$ cat src/rtl/parity_sched_if.sv
// rtl/parity_sched_if.sv - request/result bundle between framing channels and the shared parity scheduler
interface parity_sched_if #(
  parameter int N_REQ = 4,
  parameter int BYTES = 4
);
  localparam int IDW = (N_REQ > 1) ? $clog2(N_REQ) : 1;

  logic [N_REQ-1:0]         req;
  logic [N_REQ*8*BYTES-1:0] data_in;
  logic [N_REQ-1:0]         gnt;
  logic                     busy;
  logic                     done;
  logic [IDW-1:0]           done_id;
  logic                     parity_out;

  modport master (
    output req, data_in,
    input  gnt, busy, done, done_id, parity_out
  );

  modport slave (
    input  req, data_in,
    output gnt, busy, done, done_id, parity_out
  );
endinterface

$ cat src/rtl/parity_sched.sv
// rtl/parity_sched.sv - round-robin arbiter feeding one byte-wide parity engine
module parity_sched #(
  parameter int N_REQ = 4,
  parameter int BYTES = 4,
  parameter int ODD   = 0
) (
  input logic          clk,
  input logic          rst_n,
  parity_sched_if.slave bus
);
  localparam int   W       = 8 * BYTES;
  localparam int   IDW     = (N_REQ > 1) ? $clog2(N_REQ) : 1;
  localparam int   CW      = (BYTES > 1) ? $clog2(BYTES) : 1;
  localparam logic ODD_BIT = (ODD != 0);

  typedef enum logic [1:0] {IDLE, CALC, DONE} state_t;

  state_t           state;
  logic [IDW-1:0]   ptr;
  logic [IDW-1:0]   id;
  logic [CW-1:0]    cnt;
  logic [W-1:0]     shreg;
  logic             acc;

  logic             found;
  logic [IDW-1:0]   win;
  logic [IDW-1:0]   idx;
  logic [IDW-1:0]   ptr_next;
  logic [W-1:0]     win_word;
  logic [N_REQ-1:0] win_onehot;
  logic             acc_next;
  int               j;

  // First requester at or above ptr, wrapping; ptr itself gets top priority.
  always_comb begin
    found = 1'b0;
    win   = ptr;
    idx   = '0;
    j     = 0;
    for (int k = 0; k < N_REQ; k++) begin
      j = int'(ptr) + k;
      if (j >= N_REQ) j = j - N_REQ;
      idx = IDW'(j);
      if (!found && bus.req[idx]) begin
        found = 1'b1;
        win   = idx;
      end
    end
  end

  always_comb begin
    win_word   = '0;
    win_onehot = '0;
    for (int i = 0; i < N_REQ; i++) begin
      if (win == IDW'(i)) begin
        win_word      = bus.data_in[i*W +: W];
        win_onehot[i] = 1'b1;
      end
    end
  end

  assign ptr_next = (win == IDW'(N_REQ - 1)) ? '0 : win + 1'b1;
  assign acc_next = acc ^ (^shreg[7:0]);

  always_ff @(posedge clk) begin
    if (!rst_n) begin
      state          <= IDLE;
      ptr            <= '0;
      id             <= '0;
      cnt            <= '0;
      shreg          <= '0;
      acc            <= 1'b0;
      bus.gnt        <= '0;
      bus.busy       <= 1'b0;
      bus.done       <= 1'b0;
      bus.done_id    <= '0;
      bus.parity_out <= 1'b0;
    end else begin
      bus.gnt  <= '0;
      bus.done <= 1'b0;
      case (state)
        IDLE: begin
          if (found) begin
            state    <= CALC;
            shreg    <= win_word;
            acc      <= 1'b0;
            cnt      <= '0;
            id       <= win;
            ptr      <= ptr_next;
            bus.gnt  <= win_onehot;
            bus.busy <= 1'b1;
          end
        end
        CALC: begin
          acc   <= acc_next;
          shreg <= shreg >> 8;
          cnt   <= cnt + 1'b1;
          // Result is registered on the last byte so done lines up with the DONE state.
          if (cnt == CW'(BYTES - 1)) begin
            state          <= DONE;
            bus.done       <= 1'b1;
            bus.parity_out <= acc_next ^ ODD_BIT;
            bus.done_id    <= id;
          end
        end
        DONE: begin
          state    <= IDLE;
          bus.busy <= 1'b0;
        end
        default: state <= IDLE;
      endcase
    end
  end
endmodule

$ cat src/flat_wrapper.sv
// flat-port wrapper written by rule: the top's interface ports become plain ports
module parity_sched_flat 
#(
  parameter int N_REQ = 4,
  parameter int BYTES = 4,
  parameter int ODD   = 0
)
  (clk, rst_n, bus_req, bus_data_in, bus_gnt, bus_busy, bus_done, bus_done_id, bus_parity_out);
  parity_sched_if #(.N_REQ(N_REQ), .BYTES(BYTES)) bus_i ();
  input logic clk;
  input logic rst_n;
  input wire logic [$bits(bus_i.req)-1:0] bus_req;
  input wire logic [$bits(bus_i.data_in)-1:0] bus_data_in;
  output wire logic [$bits(bus_i.gnt)-1:0] bus_gnt;
  output wire logic [$bits(bus_i.busy)-1:0] bus_busy;
  output wire logic [$bits(bus_i.done)-1:0] bus_done;
  output wire logic [$bits(bus_i.done_id)-1:0] bus_done_id;
  output wire logic [$bits(bus_i.parity_out)-1:0] bus_parity_out;
  assign bus_i.req = bus_req;
  assign bus_i.data_in = bus_data_in;
  assign bus_gnt = bus_i.gnt;
  assign bus_busy = bus_i.busy;
  assign bus_done = bus_i.done;
  assign bus_done_id = bus_i.done_id;
  assign bus_parity_out = bus_i.parity_out;
  parity_sched #(.N_REQ(N_REQ), .BYTES(BYTES), .ODD(ODD)) u_core (.clk(clk), .rst_n(rst_n), .bus(bus_i));
endmodule
$ cat config.mk
export PLATFORM = sky130hd
export DESIGN_NAME = parity_sched_flat
export DESIGN_NICKNAME = d
export VERILOG_FILES = /design/src/rtl/parity_sched_if.sv /design/src/rtl/parity_sched.sv /design/src/flat_wrapper.sv
export SDC_FILE = /design/constraint.sdc
export NUM_CORES = 1
export LEC_CHECK = 0
export CAP_MARGIN = 20
export CORE_AREA = 8 8 100 93
export CTS_BUF_LIST = sky130_fd_sc_hd__clkbuf_8
export CTS_CLUSTER_SIZE = 16
export DETAILED_ROUTE_END_ITERATION = 10
export DIE_AREA = 0 0 108 101
export HOLD_SLACK_MARGIN = 0.03
export PLACE_DENSITY = 0.87
export SYNTH_ARGS = -nofsm -noshare
export SYNTH_HDL_FRONTEND = slang
export SYNTH_SLANG_ARGS = --single-unit
$ cat constraint.sdc
create_clock -name clk -period 3.75 [get_ports clk]
set_clock_uncertainty 0.15 [all_clocks]
set_input_delay 0.75 -clock clk [delete_from_list [all_inputs] [get_ports clk]]
set_output_delay 0.75 -clock clk [all_outputs]
set_load 0.02 [all_outputs]
Yosys cells after proc, flatten, opt, wreduce, memory -nomap -nowiden
Index checks and enable logic that the tools add are counted.
{"block": "word_totals", "ff_bits": 50, "latch_bits": 0, "ram_bits": 0, "rom_bits": 0, "input_bits": 134, "word_cells": 96, "n_memories": 0}
{"block": "classes", "n_addsub": 9, "n_mul": 0, "n_div": 0, "n_lt_le_gt_ge": 8, "eq_ne": 8, "shifts": 0, "muxes": 41, "bitwise": 1, "reduce_logical": 18}
{"op": "2-to-1 mux 32 bit", "count": 5}
{"op": "one-hot mux 32 bit (2 select lines)", "count": 1}
{"op": "2-to-1 mux 2 bit", "count": 12}
{"op": "2-to-1 mux 1 bit", "count": 15}
{"op": "< comparator 2 x 3 -> 1 bit, second input constant", "count": 4}
{"op": "AND reduction 2 bit", "count": 6}
{"op": ">= comparator 3 bit, second input constant", "count": 3}
{"op": "binary-select mux 1 bit (select 2 bit)", "count": 4}
{"op": "equality test 2 bit, second input constant", "count": 4}
{"op": "one-hot mux 2 bit (2 select lines)", "count": 2}
{"op": "XOR reduction 8 bit", "count": 1}
{"op": "subtractor 2 x 1 -> 2 bit, second input constant", "count": 4}
{"op": "adder 2 x 2 -> 3 bit, second input constant", "count": 2}
{"op": "adder 2 x 1 -> 2 bit, second input constant", "count": 2}
{"op": "equality test 2 x 1 -> 1 bit, second input constant", "count": 2}
{"op": "zero test 2 bit", "count": 2}
{"op": "inequality test 2 x 1 -> 1 bit, second input constant", "count": 2}
{"op": "one-hot mux 1 bit (2 select lines)", "count": 2}
{"op": "nonzero test 2 bit", "count": 2}
{"op": "adder 2 x 1 -> 3 bit, second input constant", "count": 1}
{"op": ">= comparator 2 x 3 -> 1 bit, second input constant", "count": 1}
{"op": "logical AND 1 bit", "count": 3}
{"op": "zero test 1 bit", "count": 3}
{"op": "AND reduction 3 bit", "count": 1}
{"op": "XOR 1 bit", "count": 1}

Logic depth before layout (Yosys ltp)
Gate-level depths: netlist of the first run.
{"block": "depth", "word_depth": 21, "depth_mapped": 11, "ltp_nobuf": 9}

Worst setup path after synthesis of the first run
No wires, ideal clock.
{"block": "synth_timing", "path_kind": "input to register", "start": "in bus_req[1]", "end": "reg u_core.shreg[10]", "setup_ns": 0.140, "arrival_ns": 2.422, "slack_ns": 1.038, "path_stages": 10, "path_cell_list": "nor3b_1 -> a2bb2oi_1 -> o22ai_1 -> inv_1 -> ha_1 -> clkbuf_1 -> clkbuf_1 -> a21oi_1 -> a22oi_1 -> o22ai_2"}
{"block": "synth_via", "elab_chain_len": 19, "elab_cells_between_ends": 34, "classes_between": "eq/ne: 4; mux: 22; reduce/logical: 8"}
{"element": "from (decl)", "line_no": "flat_wrapper.sv:12", "source": "input wire logic [$bits(bus_i.req)-1:0] bus_req;"}
{"element": "binary-select mux 1 bit (select 2 bit)", "line_no": "parity_sched.sv:44", "source": "if (!found && bus.req[idx]) begin"}
{"element": "2-to-1 mux 1 bit (implied by the code)", "line_no": "parity_sched.sv:44"}
{"element": "2-to-1 mux 1 bit", "line_no": "parity_sched.sv:44"}
{"element": "zero test 1 bit", "line_no": "parity_sched.sv:44"}
{"element": "logical AND 1 bit", "line_no": "parity_sched.sv:44"}
{"element": "2-to-1 mux 1 bit", "line_no": "parity_sched.sv:44"}
{"element": "zero test 1 bit", "line_no": "parity_sched.sv:44"}
{"element": "logical AND 1 bit", "line_no": "parity_sched.sv:44"}
{"element": "[2 not listed]"}
{"element": "logical AND 1 bit", "line_no": "parity_sched.sv:44"}
{"element": "2-to-1 mux 2 bit *", "line_no": "parity_sched.sv:44"}
{"element": "net u_core.win[1]", "line_no": "parity_sched.sv:26", "source": "logic [IDW-1:0] win;"}
{"element": "zero test 2 bit", "line_no": "parity_sched.sv:55", "source": "if (win == IDW'(i)) begin"}
{"element": "2-to-1 mux 32 bit (3 in series)", "line_no": "parity_sched.sv:55"}
{"element": "2-to-1 mux 32 bit *", "line_no": "parity_sched.sv:55"}
{"element": "2-to-1 mux 32 bit *", "line_no": "parity_sched.sv:83", "source": "if (found) begin"}
{"element": "one-hot mux 32 bit (2 select lines) *", "line_no": "parity_sched.sv:81", "source": "case (state)"}
{"element": "to (signal assigned)", "line_no": "parity_sched.sv:85", "source": "shreg <= win_word;"}
{"element": "to (signal assigned)", "line_no": "parity_sched.sv:96", "source": "shreg <= shreg >> 8;"}
{"element": "to (decl)", "line_no": "parity_sched.sv:22", "source": "logic [W-1:0] shreg;"}
The timed path passes the listed nets; every way through them passes the cells marked *. The select of a mux whose other input is x is not followed.
A chain may end at the register's enable or synchronous reset.

Worst setup path after layout of the first run
{"block": "layout_timing", "start": "in bus_req[0]", "end": "reg u_core.shreg[6]"}
The elaborated chain is that of the path after synthesis.

==> metrics.yaml, run 1 <==
outcome: "completed"
async_reset_ff_share_pct: 0
num_vias: 3688
placed_area_um2: 4720
cts_made_buffers: 5
drv_slew: 0
ctsResizeCount: 0
setup_viol: 0
wl_per_cell_um: 17.5
ys_top_cells_by_area: "dfxtp_1 31%, a22oi_1 11%, a21oi_1 9.3%"
synth_area_per_cell_um2: 7.81
p_leak_nw: 1.84
synth_nets: 559
crit_required_ns: 3.77
grt_antenna_before_repair: 0
reg2regPathDepth: 9
yosys_warnings: 0
synth_flop_cell: "dfxtp_1"
tns_ns: 0
holdPathStages: 2
grt_max_degree: 66
tightest_slew_ns: 0.865
drt-total-wl_um: 11100
dr.first_iter.drc_count: 330
core_area_um2: 7720
crit_fanout: 48
dieArea_um2: 10900
cp.arrival_ns: 3.18
clkSlewWorstSetupHoldPaths_ns: 0.09
min_period_ns: 3.16
fin_area_um2: 4820
postCtsSetupRepairBufs: 0
ys_ff_latch: 50
yosysUniqueCellTypes: 45
drtPass1Iterations: 5
fin_cells: 636
die_w_um: 108
finalCoreUtilization_pct: 62.4
synthToLayoutAreaGrowth_pct: 46.8
vdd.ir_drop.worst_uv: 177
timing.rr.start: "u_core.ptr[1]"
place_congestion: 0.861
cts_root_buffer: "clkbuf_8"
finalHoldViolCount: 0
start_util_pct: 42.5
portBuffers: 142
drc: 0
nNetsFinal: 675
end_kind: "register"
reg2reg_slack_ns: 1.21
cts_buffer_depth: 2
num_antenna_cells: 0
cts_tree: "yes"
antenna_left: 0
netlist.area_leader.share_pct: 30.5
yosysSeqAreaShare_pct: 30.5
min_period_over_period_pct: 84.3
grt_overflow: 0
synth_top_area_cell: "dfxtp_1"
syn_inst: 420
grt_first_pass_wirelength_um: 17700
cts_sinks: 50
place_hpwl_um: 8530
critPathCapture: "u_core.shreg[6]"
clk_latency_ns: 0.31
hold_buffers: 0
power_mw: 1.82
dp_cells: 628
h-tree-depth: 2
rsz0062_at_grt: "no"
avgViaCountPerCell: 5.80
layout-drive-gt1-share_pct: 8.38
start_kind: "input port"
hold_class: "reg -> reg"
worstReg2RegEnd: "u_core.shreg[7]"
crit_path_start: "bus_req[0]"
grt.total_usage_pct: 20.1
grt_pass1_vias: 3624
synth_area_um2: 3280
synth_edf_count: 0
fmax_mhz: 316
placementRows: 31
p_per_area_nw_per_um2: 378
max-cap-violations: 0
die_h_um: 101
timing.slew.headroom_pct: 42.1
crit_type: "in -> reg"
io_pins: 143
[how the worst min path moves through the flow]
| stage | start | endpoint | slack, ns |
|---|---|---|---|
| floorplan | u_core.id[0] | u_core.id[0] | 0.29 |
| global placement | u_core.bus.done_id[1] | u_core.bus.done_id[1] | 0.30 |
| detailed placement | u_core.id[0] | u_core.id[0] | 0.30 |
| CTS | u_core.id[0] | u_core.id[0] | 0.31 |
| global route | u_core.id[1] | u_core.id[1] | 0.34 |
| finish | u_core.bus.done_id[0] | u_core.bus.done_id[0] | 0.31 |
[worst max-delay path, cell delays in order]
cell             delay [ns]
clkdlybuf4s50_1        0.61
nor2b_1                0.22
nor2_1                 0.07
o22ai_1                0.29
inv_1                  0.12
ha_2                   0.28
buf_12                 0.19
a21oi_1                0.13
o21ai_0                0.13
a22oi_1                0.24
o22ai_2                0.11
[power by group]
part / switching [mW] / internal (mW) / total (mW) / leakage (nW)
Sequential: 0.0531 / 0.605 / 0.658 / 0.411
Combinational: 0.425 / 0.412 / 0.837 / 1.38
Clock: 0.179 / 0.149 / 0.327 / 0.0472
Total: 0.657 / 1.16 / 1.82 / 1.84
[placed cells by master, fill, tap and decap left out, types with 2 or more instances in the layout]
cell type | Yosys | routed
nor3_1 | 3 | 3
o311a_1 | 4 | 4
a22oi_1 | 48 | 48
o21ai_0 | 26 | 26
xor2_1 | 3 | 3
a21oi_2 | 4 | 4
a21oi_1 | 61 | 61
o221ai_1 | 2 | 2
nand2_1 | 39 | 39
a211o_1 | 4 | 4
dfxtp_1 | 50 | 50
ha_1 | 5 | 2
clkdlybuf4s50_1 | 0 | 142
inv_1 | 32 | 32
ha_2 | 0 | 3
nand3_1 | 7 | 7
o22ai_1 | 14 | 14
nor2_1 | 13 | 13
clkbuf_8 | 0 | 6
o22ai_2 | 11 | 11
and3_1 | 6 | 6
buf_4 | 3 | 3
a211oi_2 | 4 | 4
a221oi_1 | 8 | 8
buf_12 | 1 | 4
xnor2_1 | 3 | 3
nor2b_1 | 16 | 15
[cell usage after synthesis (2+ instances only)]
master / n
a21oi_1: 61
dfxtp_1: 50
a22oi_1: 48
nand2_1: 39
inv_1: 32
o21ai_0: 26
clkbuf_1: 23
nor2b_1: 16
o22ai_1: 14
nor2_1: 13
o22ai_2: 11
buf_2: 10
a221oi_1: 8
nand3_1: 7
and3_1: 6
ha_1: 5
a211o_1: 4
a211oi_2: 4
a21oi_2: 4
o311a_1: 4
buf_4: 3
nor3_1: 3
xnor2_1: 3
xor2_1: 3
buf_6: 2
o221ai_1: 2
[state kept, by name, summed over array words and instances (netlist names)]
register               flops
u_core.shreg              32
u_core.bus.gnt             4
u_core.bus.done_id         2
u_core.cnt                 2
u_core.id                  2
u_core.ptr                 2
u_core.state               2
u_core.acc                 1
u_core.bus.busy            1
u_core.bus.done            1
u_core.bus.parity_out      1
[area by class of cell]
class                   instances  area (um2)
repair buffers                149        1520
clock inverters                 2        12.5
fillers                       622        2900
multi-input cells             297        1950
flip-flops and latches         50        1000
well taps                      99         124
inverters                      33         124
clock buffers                   6        82.6
[stage by stage]
stage / hold slack [ns] / worst slack [ns]
floorplan: 0.287 / 1.04
global placement: 0.296 / 0.411
detailed placement: 0.301 / 0.297
CTS: 0.313 / 0.624
global route: 0.343 / 0.399
finish: 0.312 / 0.590
[logic make-up after synthesis]
logic type / synth area share (%)
flops: 30.5
buf+inv: 10.4
simple gates: 13.9
compound gates: 41.0
fa+ha+maj: 1.91
xor+xnor: 2.29
[metal layers]
| layer | track usage, % | vias to the layer above | routed length [um] |
|---|---|---|---|
| met5 | 0 | - | 0 |
| met4 | 5.12 | 0 | 172 |
| met3 | 7.16 | 15 | 1080 |
| met2 | 31.5 | 187 | 5370 |
| met1 | 25.2 | 1720 | 4520 |
| li1 | - | 1766 | - |
Power figures use the tool's default switching activity.
==> run 2, diff against run 1 <==
Settings changed: CORE_AREA 8 8 100 93 to 8 8 101 93, DIE_AREA 0 0 108 101 to 0 0 109 101.
Clock period 3.75 ns to 3.25 ns, I/O delays scaled along.
==> run 2 against run 1 <==
  * Global-route usage down 0.19 points
  * Non-clock buffer count up 8
  * Sequential cell count unchanged
  * Sequential power up 16%
==> metrics.yaml, run 2 (same netlist as run 1, synthesis figures left out) <==
outcome: "completed"
nNetsFinal: 683  # +1.2%
drtPass1Iterations: 5  # unchanged
top_regs: "u_core.shreg: 32 flops, u_core.bus.gnt: 4 flops"
dr.first_iter.drc_count: 286  # -13%
timing.slew.headroom_pct: 39.6  # -2.5 points
min_to: "u_core.bus.done_id[0]"
grt_first_pass_wirelength_um: 17700  # +0.23%
setup_viol: 0  # unchanged
reg2reg_slack_ns: 0.75  # -0.46 ns
drv_slew: 0  # unchanged
finalHoldViolCount: 0  # unchanged
min_period_over_period_pct: 92.1
place_congestion: 0.867  # +0.64%
grt.total_usage_pct: 19.9  # -0.19 points
portBuffers: 142  # unchanged
dp_cells: 636  # +1.3%
crit_fanout: 46  # -4.2%
power_mw: 2.08  # +14%
rsz0062_at_grt: "no"
cts_sinks: 50  # unchanged
holdPathStages: 2  # unchanged
worstReg2RegEnd: "u_core.shreg[30]"
layout_common_cells: "142 x clkdlybuf4s50_1, 61 x a21oi_1, 50 x dfxtp_1"
crit_top_cell: "o22ai_1"
cts_root_buffer: "clkbuf_8"
cts_tree: "yes"
ctsResizeCount: 0  # unchanged
start_kind: "input port"
postCtsSetupRepairBufs: 0  # unchanged
drc: 0  # unchanged
layout-drive-gt1-share_pct: 9.19  # +0.81 points
layout_commonest_cell: "clkdlybuf4s50_1"
cp.arrival_ns: 3.00  # -0.18 ns
synthToLayoutAreaGrowth_pct: 48.5
io_pins: 143  # unchanged
hold_start: "u_core.bus.done_id[0]"
avgViaCountPerCell: 5.71  # -1.5%
grt_antenna_before_repair: 0  # unchanged
max_stage_delay_ns: 0.56  # -0.05 ns
clk_latency_ns: 0.30  # about the same
timing.rr.start: "u_core.ptr[1]"
fin_cells: 643  # +1.1%
clkSlewWorstSetupHoldPaths_ns: 0.09  # about the same
p_per_area_nw_per_um2: 427  # +13%
hold_class: "reg -> reg"
grt_max_degree: 66  # unchanged
crit_required_ns: 3.26  # -0.51 ns
place_hpwl_um: 8840  # +3.6%
tightest_slew_ns: 0.903  # +0.0374 ns
critical_path.slowest_cell: "clkdlybuf4s50_1"
h-tree-depth: 2  # unchanged
cts_made_buffers: 5  # unchanged
die_h_um: 101  # unchanged
reg2regPathDepth: 9  # unchanged
end_kind: "register"
cts_buffer_depth: 2  # unchanged
num_vias: 3674  # -0.38%
fmax_mhz: 334
crit_type: "in -> reg"
start_util_pct: 42.1  # -0.42 points
holdWs_ns: 0.309  # -0.00256 ns
antenna_left: 0  # unchanged
path_buf_inv: 3  # unchanged
drt-total-wl_um: 11200  # +0.45%
path_cells: "clkdlybuf4s50_1 > nor2b_1 > nor2_1 > o22ai_1 > inv_1 > ha_2 > buf_12 > a21oi_1 > o21ai_0 > a22oi_1 > o22ai_1"
placementRows: 31  # unchanged
num_antenna_cells: 0  # unchanged
max-cap-violations: 0  # unchanged
regMostFlops: "u_core.shreg"
core_area_um2: 7800  # +1.0%
dieArea_um2: 11000  # +0.93%
hold_buffers: 0  # unchanged
vdd.ir_drop.worst_uv: 195  # +10%
n_fill_cell: 647  # +4.0%
grt_pass1_vias: 3725  # +2.8%
critical-path-top-delay-family: "compound AO/OA/AOI/OAI gates"
min_period_ns: 2.99
largest_reg_flops: 32  # unchanged
wl_per_cell_um: 17.4  # -0.64%
grt_overflow: 0  # unchanged
p_leak_nw: 1.88  # +2.3%
die_w_um: 109  # +0.93%
==> run 2: area by class of cell <==
type / instances / area, um2 / share of cell area [%]
clock buffer: 5 / 68.8 / 1.41
tap: 99 / 124 / 2.54
inverter: 33 / 124 / 2.54
multi-input combinational: 297 / 1950 / 40.0
clock inverter: 2 / 7.51 / 0.154
sequential: 50 / 1000 / 20.5
timing repair buffer: 157 / 1600 / 32.8
==> run 2: worst max path at each step <==
stage / startpoint / depth (start not counted) / to
6_report: bus_req[0] / 11 / u_core.shreg[2]
3_5_place_dp: bus_req[0] / 11 / u_core.shreg[13]
2_1_floorplan: bus_req[1] / 10 / u_core.shreg[10]
4_1_cts: bus_req[0] / 11 / u_core.shreg[2]
5_1_grt: bus_req[0] / 11 / u_core.shreg[2]
3_3_place_gp: bus_req[0] / 11 / u_core.shreg[2]
==> run 2: metal layers <==
metal | up-vias | wire [um] | global-route usage (%)
met2 | 154 | 5480 | 32.0
met4 | 0 | 185 | 6.41
met5 | - | 0 | 0
met3 | 17 | 1040 | 7.35
met1 | 1725 | 4480 | 23.7
li1 | 1778 | - | -
==> run 2: worst reg2reg max path, cell delays in order (launching register included) <==
cell and delay, ns:
dfxtp_1 0.45, nor3b_1 0.23, a2bb2oi_1 0.22, o22ai_1 0.17, inv_1 0.12, ha_2 0.22, buf_12 0.21, a221oi_1 0.10
o311a_1 0.32, nor3_1 0.22
==> run 2: metrics by stage <==
stage	utilization [%]	cell area [um2]	TNS, ns	setup slack, ns
2_1_floorplan	-	3280	0	0.638
3_3_place_gp	61.5	4790	0	0.0825
3_5_place_dp	61.5	4790	-0.0811	-0.0311
4_1_cts	62.5	4870	0	0.276
5_1_grt	62.5	4870	0	0.124
6_report	62.5	4870	0	0.256
==> run 2: power breakdown <==
group / internal, mW / leakage (nW) / switching [mW]
Combinational: 0.487 / 1.42 / 0.496
Sequential: 0.698 / 0.411 / 0.0628
Clock: 0.143 / 0.0466 / 0.193
Total: 1.33 / 1.88 / 0.752
